## src/rtl/tohost_pkg.sv

```systemverilog
// Shared definitions for the HTIF tohost monitor: state encoding, default
// tohost address, result codes and the byte-strobe merge helper.
package tohost_pkg;

  typedef enum logic [2:0] {
    S_IDLE = 3'd0,
    S_RUN  = 3'd1,
    S_PASS = 3'd2,
    S_FAIL = 3'd3,
    S_TOUT = 3'd4
  } state_e;

  localparam logic [31:0] TOHOST_ADDR_DEF = 32'h0000_1000;
  localparam logic [31:0] PASS_CODE       = 32'h0000_0001;
  localparam logic [31:0] RESULT_NONE     = 32'h0000_0000;

  // Replace each byte of old whose strobe is set with the matching data byte.
  function automatic logic [31:0] merge_bytes(input logic [31:0] old,
                                              input logic [31:0] data,
                                              input logic [3:0]  strb);
    merge_bytes = old;
    for (int i = 0; i < 4; i++)
      if (strb[i]) merge_bytes[8*i +: 8] = data[8*i +: 8];
  endfunction

endpackage

```

## src/rtl/tohost_monitor.sv

```systemverilog
// Snoops data-memory writes for the tohost word, decodes pass/fail, enforces a
// RUN-cycle timeout and holds a sticky, registered result until reset.
module tohost_monitor
  import tohost_pkg::*;
#(
  parameter logic [31:0] TOHOST_ADDR = TOHOST_ADDR_DEF,
  parameter int          TIMEOUT     = 5000,
  parameter int          CNT_W       = 32
) (
  input  logic             clk,
  input  logic             rst,
  input  logic             wr_valid,
  output logic             wr_ready,
  input  logic [31:0]      wr_addr,
  input  logic [31:0]      wr_data,
  input  logic [3:0]       wr_strb,
  output logic             done,
  output logic             pass,
  output logic             fail,
  output logic             timeout,
  output logic [30:0]      fail_test,
  output logic [CNT_W-1:0] cycles
);

  localparam logic [CNT_W-1:0] TO_LAST = CNT_W'(TIMEOUT - 1);

  state_e           state_q;
  logic [31:0]      tohost_q;
  logic [CNT_W-1:0] cycles_q;
  logic [30:0]      fail_test_q;
  logic             wr_ready_q, done_q, pass_q, fail_q, timeout_q;

  logic        hit, decide;
  logic [31:0] tohost_d;
  logic        unused_addr;

  // Byte lanes come from the strobes, so the low address bits carry no meaning.
  assign unused_addr = ^wr_addr[1:0];

  assign hit      = wr_valid && wr_ready_q && (state_q == S_RUN) &&
                    (wr_addr[31:2] == TOHOST_ADDR[31:2]);
  assign tohost_d = merge_bytes(tohost_q, wr_data, wr_strb);
  assign decide   = hit && (tohost_d != RESULT_NONE);

  always_ff @(posedge clk) begin
    if (!rst) begin
      state_q     <= S_IDLE;
      tohost_q    <= '0;
      cycles_q    <= '0;
      fail_test_q <= '0;
      wr_ready_q  <= 1'b0;
      done_q      <= 1'b0;
      pass_q      <= 1'b0;
      fail_q      <= 1'b0;
      timeout_q   <= 1'b0;
    end else begin
      case (state_q)
        S_IDLE: begin
          state_q    <= S_RUN;
          wr_ready_q <= 1'b1;
        end
        S_RUN: begin
          if (cycles_q != '1) cycles_q <= cycles_q + CNT_W'(1);
          if (hit) tohost_q <= tohost_d;
          // A deciding write beats a timeout landing on the same edge.
          if (decide) begin
            done_q <= 1'b1;
            if (tohost_d == PASS_CODE) begin
              state_q <= S_PASS;
              pass_q  <= 1'b1;
            end else begin
              state_q     <= S_FAIL;
              fail_q      <= 1'b1;
              fail_test_q <= tohost_d[0] ? tohost_d[31:1] : '0;
            end
          end else if (cycles_q == TO_LAST) begin
            state_q   <= S_TOUT;
            done_q    <= 1'b1;
            timeout_q <= 1'b1;
          end
        end
        default: ;
      endcase
    end
  end

  assign wr_ready  = wr_ready_q;
  assign done      = done_q;
  assign pass      = pass_q;
  assign fail      = fail_q;
  assign timeout   = timeout_q;
  assign fail_test = fail_test_q;
  assign cycles    = cycles_q;

endmodule

```

## config.mk

```make
export PLATFORM = sky130hd
export DESIGN_NAME = tohost_monitor
export DESIGN_NICKNAME = d
export VERILOG_FILES = /design/src/rtl/tohost_pkg.sv /design/src/rtl/tohost_monitor.sv
export SDC_FILE = /design/constraint.sdc
export NUM_CORES = 1
export LEC_CHECK = 0
export CORE_ASPECT_RATIO = 1.4
export CORE_MARGIN = 2
export CORE_UTILIZATION = 53
export CTS_CLUSTER_DIAMETER = 150
export DETAILED_ROUTE_END_ITERATION = 12
export PLACE_DENSITY = 0.9
export SYNTH_ARGS = -nofsm -noshare
export SYNTH_HDL_FRONTEND = slang
export SYNTH_SLANG_ARGS = --single-unit
export TNS_END_PERCENT = 20
```

## constraint.sdc

```tcl
create_clock -name clk -period 5.15 [get_ports clk]
set_input_delay 1.03 -clock clk [delete_from_list [all_inputs] [get_ports clk]]
set_output_delay 1.03 -clock clk [all_outputs]
set_load 0.02 [all_outputs]
```

# Word level (Yosys, flattened, before mapping)
# Cells that the tools add are included.
[word_totals]
output_inout_bits = 68
wordCells = 44
inputBits = 71
ff_bits = 103
[classes]
eq_ne = 6
n_addsub = 1
n_reduce_logical = 15
n_bitwise = 2
n_mux = 11
[ops]
columns = ["cell", "count"]
rows = [
  ["adder 32 x 1 -> 32 bit (second input constant)", 1],
  ["== test 32 x 1 -> 1 bit (second input constant)", 1],
  ["== test 32 x 13 -> 1 bit (second input constant)", 1],
  ["two-way mux 8 bit", 4],
  ["!= test 32 bit (second input constant)", 1],
  ["nonzero test 32 bit", 1],
  ["two-way mux 31 bit", 1],
  ["== test 30 x 11 -> 1 bit (second input constant)", 1],
  ["AND reduction 3 bit", 3],
  ["AND reduction 2 bit", 4],
  ["two-way mux 3 bit", 2],
  ["case mux 3 bit (2 select lines)", 1],
  ["logical AND 1 bit", 4],
  ["nonzero test 2 bit", 2],
  ["== test 3 x 1 -> 1 bit (second input constant)", 1],
  ["zero test 3 bit", 1],
  ["two-way mux 1 bit", 3],
  ["!= test 3 x 2 -> 1 bit (second input constant)", 1],
  ["NOT 1 bit", 2],
]

# Logic depth before layout (Yosys ltp)
# Gate-level depths: netlist of the first run.
[logic_depth]
ltp_word = 6
ltp_mapped = 7
ltp_nobuf = 6

# Worst setup path before layout of the first run
# OpenSTA, ideal clock, no wires.
[synth_path]
kind = "input to register"
from = "input port wr_strb[1]"
to = "register fail_q (netlist: fail)"
t_required_ns = 5.035
setup_ns = 0.115
path_slack_ns = 2.406
n_path_buf = 2
arrival_ns = 2.630
cell_stages = 7
cell_sequence = "buf_4 > or4b_1 > o22a_1 > nor4_4 > a21oi_2 > buf_6 > o21a_1"
[synth_between]
elab_chain_len = 4
elab_cells_between_ends = 6
classes_between = "eq/ne (1); mux (1); bitwise (1); reduce/logical (3)"
[synth_lines]
columns = ["item", "line", "rtl"]
rows = [
  ["from (decl)", "tohost_monitor.sv:16", "input logic [3:0] wr_strb,"],
  ["two-way mux 8 bit (*)", "tohost_pkg.sv:23", "if (strb[i]) merge_bytes[8*i +: 8] = data[8*i +: 8];"],
  ["== test 32 x 1 -> 1 bit / nonzero test 32 bit (equally long branches)", "tohost_monitor.sv:68, tohost_monitor.sv:43", ""],
  ["NOT 1 bit (no source line) / logical AND 1 bit (equally long branches)", "n/a", ""],
  ["AND reduction 3 bit (no source line) (*)", "n/a", ""],
  ["to (signal assigned)", "tohost_monitor.sv:54", "fail_q <= 1'b0;"],
  ["to (signal assigned)", "tohost_monitor.sv:73", "fail_q <= 1'b1;"],
  ["to (decl)", "tohost_monitor.sv:31", "logic wr_ready_q, done_q, pass_q, fail_q, timeout_q;"],
]
# Mark *: on every way between the ends. The rest lies on a longest branch, timed or not.
# A chain may end at the register's enable or synchronous reset.

# Worst setup path after layout of the first run
[layout_path]
from = "input port wr_addr[3]"
to = "register state_q[0]"
[layout_between]
elab_chain_len = 5
elab_cells_between_ends = 7
classes_between = "eq/ne (2); mux (2); reduce/logical (3)"
[layout_lines]
columns = ["item", "line", "rtl"]
rows = [
  ["from (decl)", "tohost_monitor.sv:14", "input logic [31:0] wr_addr,"],
  ["== test 30 x 11 -> 1 bit (*)", "tohost_monitor.sv:41", "(wr_addr[31:2] == TOHOST_ADDR[31:2]);"],
  ["logical AND 1 bit (*)", "tohost_monitor.sv:40", "assign hit = wr_valid && wr_ready_q && (state_q == S_RUN) &&"],
  ["logical AND 1 bit (*)", "tohost_monitor.sv:43", "assign decide = hit && (tohost_d != RESULT_NONE);"],
  ["two-way mux 3 bit / != test 3 x 2 -> 1 bit (equally long branches)", "n/a", ""],
  ["case mux 3 bit (2 select lines) / AND reduction 2 bit (equally long branches)", "n/a", ""],
  ["to (signal assigned)", "tohost_monitor.sv:47", "state_q <= S_IDLE;"],
  ["to (signal assigned)", "tohost_monitor.sv:59", "state_q <= S_RUN;"],
  ["to (signal assigned)", "tohost_monitor.sv:69", "state_q <= S_PASS;"],
  ["to (decl)", "tohost_monitor.sv:27", "state_e state_q;"],
]
# Marks and branches as above.

==> impl_results.md, run 1 <==
* Core ar. at 9460 um^2
* Setup repair bufs after CTS at 0
* RR Startpoint: wr_ready
* Metal-1 WL at 5490 um
* Slew Viols, Final at 0
* Metal3 WL at 789 um
* Avg Synthesized Cell Area at 8.62 um^2
* CTS tree: built
* Vias/cell at 6.18
* DR WL met2 at 7500 um
* CP delay by family, top: simple AND/OR/NAND/NOR gates
* Top_reg_cell synth: dfxtp_1
* GP Congestion at 0.895
* CP Launch Point: wr_addr[3]
* Synth Net Count at 669
* Top sig layer: met4
* Synth top area share at 0.401
* Post_cts resized at 0
* Total Routing Usage GR at 0.279
* Sum Neg Setup Slack at 0 ps
* Final setup fails at 0
* Startpoint types: input port
* Worst Max-Slew Pin Slew at 945 ps
* Hold WC Path Type: register to register
* Hold Crit Depth at 2
* WL final at 14,400 um
* First-pass GRT wire length at 23,600 um
* Max Clk Rate at 268 MHz
* Clock skew at 5.81 ps
* P&R area growth vs syn at 32.7%
* Worst Setup EP: state_q[0]
* CTS Hold Buffers Added at 0
* Clock tree buffer depth at 2
* Multi-input gate area at 2890 um^2
* Synthesis warning total at 0
* Root Driver: clkbuf_16
* Leakage at 2.18 nW
* Routed Antenna Nets at 0
* Final min period at 3730 ps
* Sequential element share of the synthesized area at 0.401
* GRT overflow at 0
* Worst Path Buf+Inv at 1
* Worst-path clk slew at 70 ps
* DRC Markers at 0
* Hold Violations, Final at 0
* Reg2Reg Depth at 5
* Vias in the first global route at 5,128
* Number of enable flip-flop cells after synthesis at 0
* CP endpoint kind: register
* Starting Density at 0.544
* WP data arrival at 4020 ps
* Top cells by area, synth: dfxtp_1 40%, mux2i_1 11%, nand2_1 7.4%
* Vias at 5,126
* R2R setup slack at 2250 ps
* RSZ-0062 raised after global routing: no
* CP Depth at 6
* Final period util at 0.723
* Critical path class: input port to register
* Fillcell total at 709
* Post-synthesis cell count at 597
* ANT cells at 0
* Largest net degree at the start of global routing at 51
* Ports at 139
* Router iterations before antenna repair at 5
* H-tree depth at 3
* Critical path fanouts, max at 14
* Yosys top cell by area: dfxtp_1
* FF+latch area at 2060 um^2
* Initial antenna violation count at 0
* Cts bufs inserted at 9
* Netlist cell types at 48
* Post-Syn Area at 5140 um^2
* MaxCap Viol Count at 0
* Outcome: complete, no violations
* Crit-path max cell delay at 730 ps
* Peak VDD IR at 0.182 mV
* IO Port Bufs at 136
* Placement Rows at 42
* Worst-Skew Late Latency at 350 ps
* Synth cell count leaders: 103 x dfxtp_1, 102 x nand2_1, 55 x mux2i_1
* Reg2reg end: state_q[0]
* Post-DP HPWL at 10,300 um
* Synthesized flop and latch total at 103
* DRT iter0 DRCs at 325
* DIE AREA at 10,500 um^2
* Clk sink count at 103
* WHS at 453 ps
* Critical path required time at 5440 ps
* Crit path cell chain: clkdlybuf4s50_1 > nor4b_1 > nand4_1 > or3_1 > a21oi_2 > o221a_2
* Cell with the most instances after synthesis: dfxtp_1
* Die Y at 121 um
* Share of layout cells above drive strength 1 at 0.0807
* Fraction of registers with async set/reset at 0
* Hold Crit Start: tohost_q[3]
* Slowest CP cell: a21oi_2
* Pwr per Cell Area at 239 nW/um^2
* DR WL/cell at 17.4 um
* Nets@finish at 786
* Relative slew slack at 0.364
* Die X at 87.3 um
-- logic make-up after synthesis --
| logic type | synth area share |
|---|---|
| xor gates and xnor gates | 0.00341 |
| and+or+nand+nor | 0.292 |
| muxes | 0.155 |
| DFF | 0.401 |
| AOI/OAI and AO/OA | 0.109 |
| adders and majority gates | 0.00243 |
| buffers and inverters | 0.0375 |
-- flip-flops by register name, indices dropped and copies added, names as in the netlist --
register,flops
tohost_q,32
fail,1
timeout,1
wr_ready,1
state_q,3
cycles,32
done,1
pass,1
fail_test,31
-- routing by layer --
layer	vias up	track usage
met4	0	0.172
met3	51	0.0294
li1	2414	-
met5	-	0
met2	217	0.492
met1	2444	0.314
-- where the power goes --
part | switching, mW | internal, mW | total [mW]
Sequential | 0.00216 | 0.798 | 0.800
Clock | 0.315 | 0.382 | 0.697
Combinational | 0.0622 | 0.0735 | 0.136
-- placed cells by master, fill, tap and decap left out, types with 18 or more instances in the layout --
cell type,count
o21ai_0,18
a21oi_1,52
or3_1,27
nand3_1,26
mux2i_1,55
mux2_2,22
nor4_1,19
nand2_1,102
clkdlybuf4s50_1,135
nor2_1,18
dfxtp_1,103
-- metrics by stage --
step | setup slack (ps) | area, um^2 | std cells | total power, mW | util
after global routing | 1260 | 6830 | 829 | 1.68 | 0.722
final | 1420 | 6830 | 829 | 1.63 | 0.722
after floorplan | 2410 | 5140 | 597 | 0.879 | -
after detailed placement | 1120 | 6520 | 813 | 0.952 | 0.689
after CTS | 1440 | 6830 | 829 | 1.64 | 0.722
after global placement | 1230 | 6520 | 813 | 0.950 | 0.689
-- tightest hold or removal path: stages, from the launching register on --
cell	delay, ps
dfxtp_1	310
nand2_1	50
a21oi_1	50
-- layout make-up --
type / count / share of cell area
multi-input cells: 451 / 0.423
clock buffers: 9 / 0.0330
repair buffers: 143 / 0.206
well taps: 110 / 0.0202
inverters: 6 / 0.00330
clock inverters: 7 / 0.0117
flip-flops and latches: 103 / 0.302
-- worst min-delay path by stage --
stage                         to
detailed placement   tohost_q[3]
finish               tohost_q[3]
floorplan           tohost_q[12]
global placement     tohost_q[1]
CTS                  tohost_q[3]
global route         tohost_q[3]
Note: power is estimated with default switching activity, not from simulation.
==> run 2: changes to the inputs <==
--- a/config.mk
+++ b/config.mk
@@ -7,10 +7,10 @@
 export LEC_CHECK = 0
 export CORE_ASPECT_RATIO = 1.4
 export CORE_MARGIN = 2
-export CORE_UTILIZATION = 53
+export CORE_UTILIZATION = 44
 export CTS_CLUSTER_DIAMETER = 150
 export DETAILED_ROUTE_END_ITERATION = 12
-export PLACE_DENSITY = 0.9
+export PLACE_DENSITY = 0.8
 export SYNTH_ARGS = -nofsm -noshare
 export SYNTH_HDL_FRONTEND = slang
 export SYNTH_SLANG_ARGS = --single-unit
==> constraint.sdc (replaced) <==
create_clock -name clk -period 3.2 [get_ports clk]
set_input_delay 0.64 -clock clk [delete_from_list [all_inputs] [get_ports clk]]
set_output_delay 0.64 -clock clk [all_outputs]
set_load 0.02 [all_outputs]
==> impl_results.md, run 2 (synthesis results as in run 1) <==
* Hold Violations, Final at 0 (unchanged)
* Commonest cells after routing, fill and taps aside: 135 x clkdlybuf4s50_1, 103 x dfxtp_1, 102 x nand2_1
* Hold Path Sink: tohost_q[13]
* Placed cell count at 862 (+6.0%)
* Router iterations before antenna repair at 6 (+1)
* Worst-path clk slew at 70 ps (about the same)
* Pre-CTS setup slack at -50.1 ps (-1170 ps)
* WP data arrival at 3160 ps (-860 ps)
* Largest net degree at the start of global routing at 71 (+39%)
* Startpoint types: input port
* Fillcell total at 964 (+36%)
* Clock tree buffer depth at 2 (unchanged)
* Fin cells at 878 (+5.9%)
* Setup repair bufs after CTS at 0 (unchanged)
* H-tree depth at 3 (unchanged)
* Starting Density at 0.451 (-0.0924)
* Worst Max-Slew Pin Slew at 1000 ps (+59.2 ps)
* Hold Crit Start: tohost_q[13]
* Final min period at 2920 ps
* Reg2reg end: state_q[0]
* Placement Rows at 46 (+9.5%)
* Die Y at 132 um (+9.4%)
* Slowest CP cell: clkdlybuf4s50_1
* First-pass GRT wire length at 23,500 um (-0.44%)
* Critical path required time at 3430 ps (-2010 ps)
* CP endpoint kind: register
* CP delay by family, top: buffers and inverters
* GP Congestion at 0.888 (-0.75%)
* Peak VDD IR at 0.224 mV (+23%)
* Nets@finish at 801 (+1.9%)
* Outcome: complete, no violations
* P&R area growth vs syn at 35.7%
* CP Depth at 7 (+1)
* Critical path class: input port to register
* Ports at 139 (unchanged)
* Clk sink count at 103 (unchanged)
* Leakage at 2.24 nW (+3.1%)
* ANT cells at 0 (unchanged)
* DIE AREA at 12,600 um^2 (+20%)
* Crit-path max cell delay at 590 ps (-140 ps)
* Post_cts resized at 0 (unchanged)
* Root Driver: clkbuf_16
* WL final at 14,800 um (+2.7%)
* R2R setup slack at 790 ps (-1460 ps)
* Relative slew slack at 0.329 (-0.0352)
* Cts bufs inserted at 9 (unchanged)
* Crit path cell chain: clkdlybuf4s50_1 > buf_4 > mux2i_1 > nand4_1 > nor4_4 > a21oi_2 > o221a_2
* Pwr per Cell Area at 376 nW/um^2 (+57%)
* Vias/cell at 5.78 (-6.4%)
* RSZ-0062 raised after global routing: no
* Post-DP HPWL at 10,800 um (+4.1%)
* Vias at 5,079 (-0.92%)
* CTS Hold Buffers Added at 0 (unchanged)
* DRC Markers at 0 (unchanged)
* Clock skew at 7.46 ps (+1.65 ps)
* Critical path fanouts, max at 15 (+1)
* MaxCap Viol Count at 0 (unchanged)
* Initial antenna violation count at 0 (unchanged)
* Hold Crit Depth at 2 (unchanged)
* Worst Path Buf+Inv at 2 (+1)
* DR WL/cell at 16.9 um (-3.0%)
* Slew Viols, Final at 0 (unchanged)
* Routed Antenna Nets at 0 (unchanged)
* Die X at 95.4 um (+9.3%)
* Most common cell after layout, fill and taps aside: clkdlybuf4s50_1
* Hold WC Path Type: register to register
* Post-route setup slack at 278 ps (-1150 ps)
* Max Clk Rate at 342 MHz
* Worst-Skew Late Latency at 340 ps (about the same)
* Sum Neg Setup Slack at 0 ps (unchanged)
* DRT iter0 DRCs at 252 (-22%)
* CTS tree: built
* GRT overflow at 0 (unchanged)
* Final period util at 0.913
* RR Startpoint: wr_ready
* Reg2Reg Depth at 5 (unchanged)
* Vias in the first global route at 4,991 (-2.7%)
* IO Port Bufs at 136 (unchanged)
* Share of layout cells above drive strength 1 at 0.0981 (+0.0174)
* Total Routing Usage GR at 0.232 (-0.0476)
* Final setup fails at 0 (unchanged)
* Core ar. at 11,400 um^2 (+20%)
[run 2: how the worst max path moves through the flow]
stage | start | end
after CTS | wr_strb[1] | state_q[0]
after global routing | wr_strb[1] | state_q[0]
after global placement | wr_strb[1] | state_q[0]
after detailed placement | wr_strb[1] | state_q[0]
final | wr_strb[1] | state_q[0]
after floorplan | wr_strb[1] | fail
[run 2: report_power, final]
part	leakage (nW)	internal, mW	switching (mW)	total [mW]
sequential	0.830	1.28	0.00355	1.29
combinational	1.28	0.125	0.103	0.228
clock	0.138	0.627	0.481	1.11
[run 2: routing by layer]
| layer | track usage | up-vias | wire (um) |
|---|---|---|---|
| met5 | 0 | - | 0 |
| met4 | 0.0944 | 0 | 446 |
| met3 | 0.0314 | 41 | 730 |
| met2 | 0.428 | 172 | 7900 |
| met1 | 0.259 | 2434 | 5760 |
| li1 | - | 2432 | - |
[run 2: per-stage QoR]
step           area [um^2]   util  power, mW  hold WS, ps
6_report              6980  0.613       2.62          458
3_3_place_gp          6680  0.587       1.54          437
3_5_place_dp          6680  0.587       1.54          446
5_1_grt               6980  0.613       2.70          473
4_1_cts               6980  0.613       2.64          458
2_1_floorplan         5140      -       1.41          431
[run 2: worst reg2reg max path, stage by stage, from the launching register on]
cell and delay [ps]:
dfxtp_1 360, nor4b_1 370, nand4_1 170, or3_1 450
a21oi_2 670, o221a_2 340
[run 2: final cells by class]
class | instances | area [um^2] | area share
clock inverters | 5 | 57.6 | 0.00824
well taps | 144 | 180 | 0.0258
inverters | 6 | 22.5 | 0.00322
multi-input cells | 451 | 2900 | 0.415
repair buffers | 158 | 1520 | 0.218
flip-flops and latches | 103 | 2060 | 0.295
clock buffers | 11 | 243 | 0.0348
==> run 3: changes to the inputs <==
--- a/config.mk
+++ b/config.mk
@@ -10,6 +10,7 @@
 export CORE_UTILIZATION = 44
 export CTS_CLUSTER_DIAMETER = 150
 export DETAILED_ROUTE_END_ITERATION = 12
+export GPL_ROUTABILITY_DRIVEN = 0
 export PLACE_DENSITY = 0.8
 export SYNTH_ARGS = -nofsm -noshare
 export SYNTH_HDL_FRONTEND = slang
==> results of run 3 <==
Same layout as run 2: the final DEF is identical, and so are final timing and power.
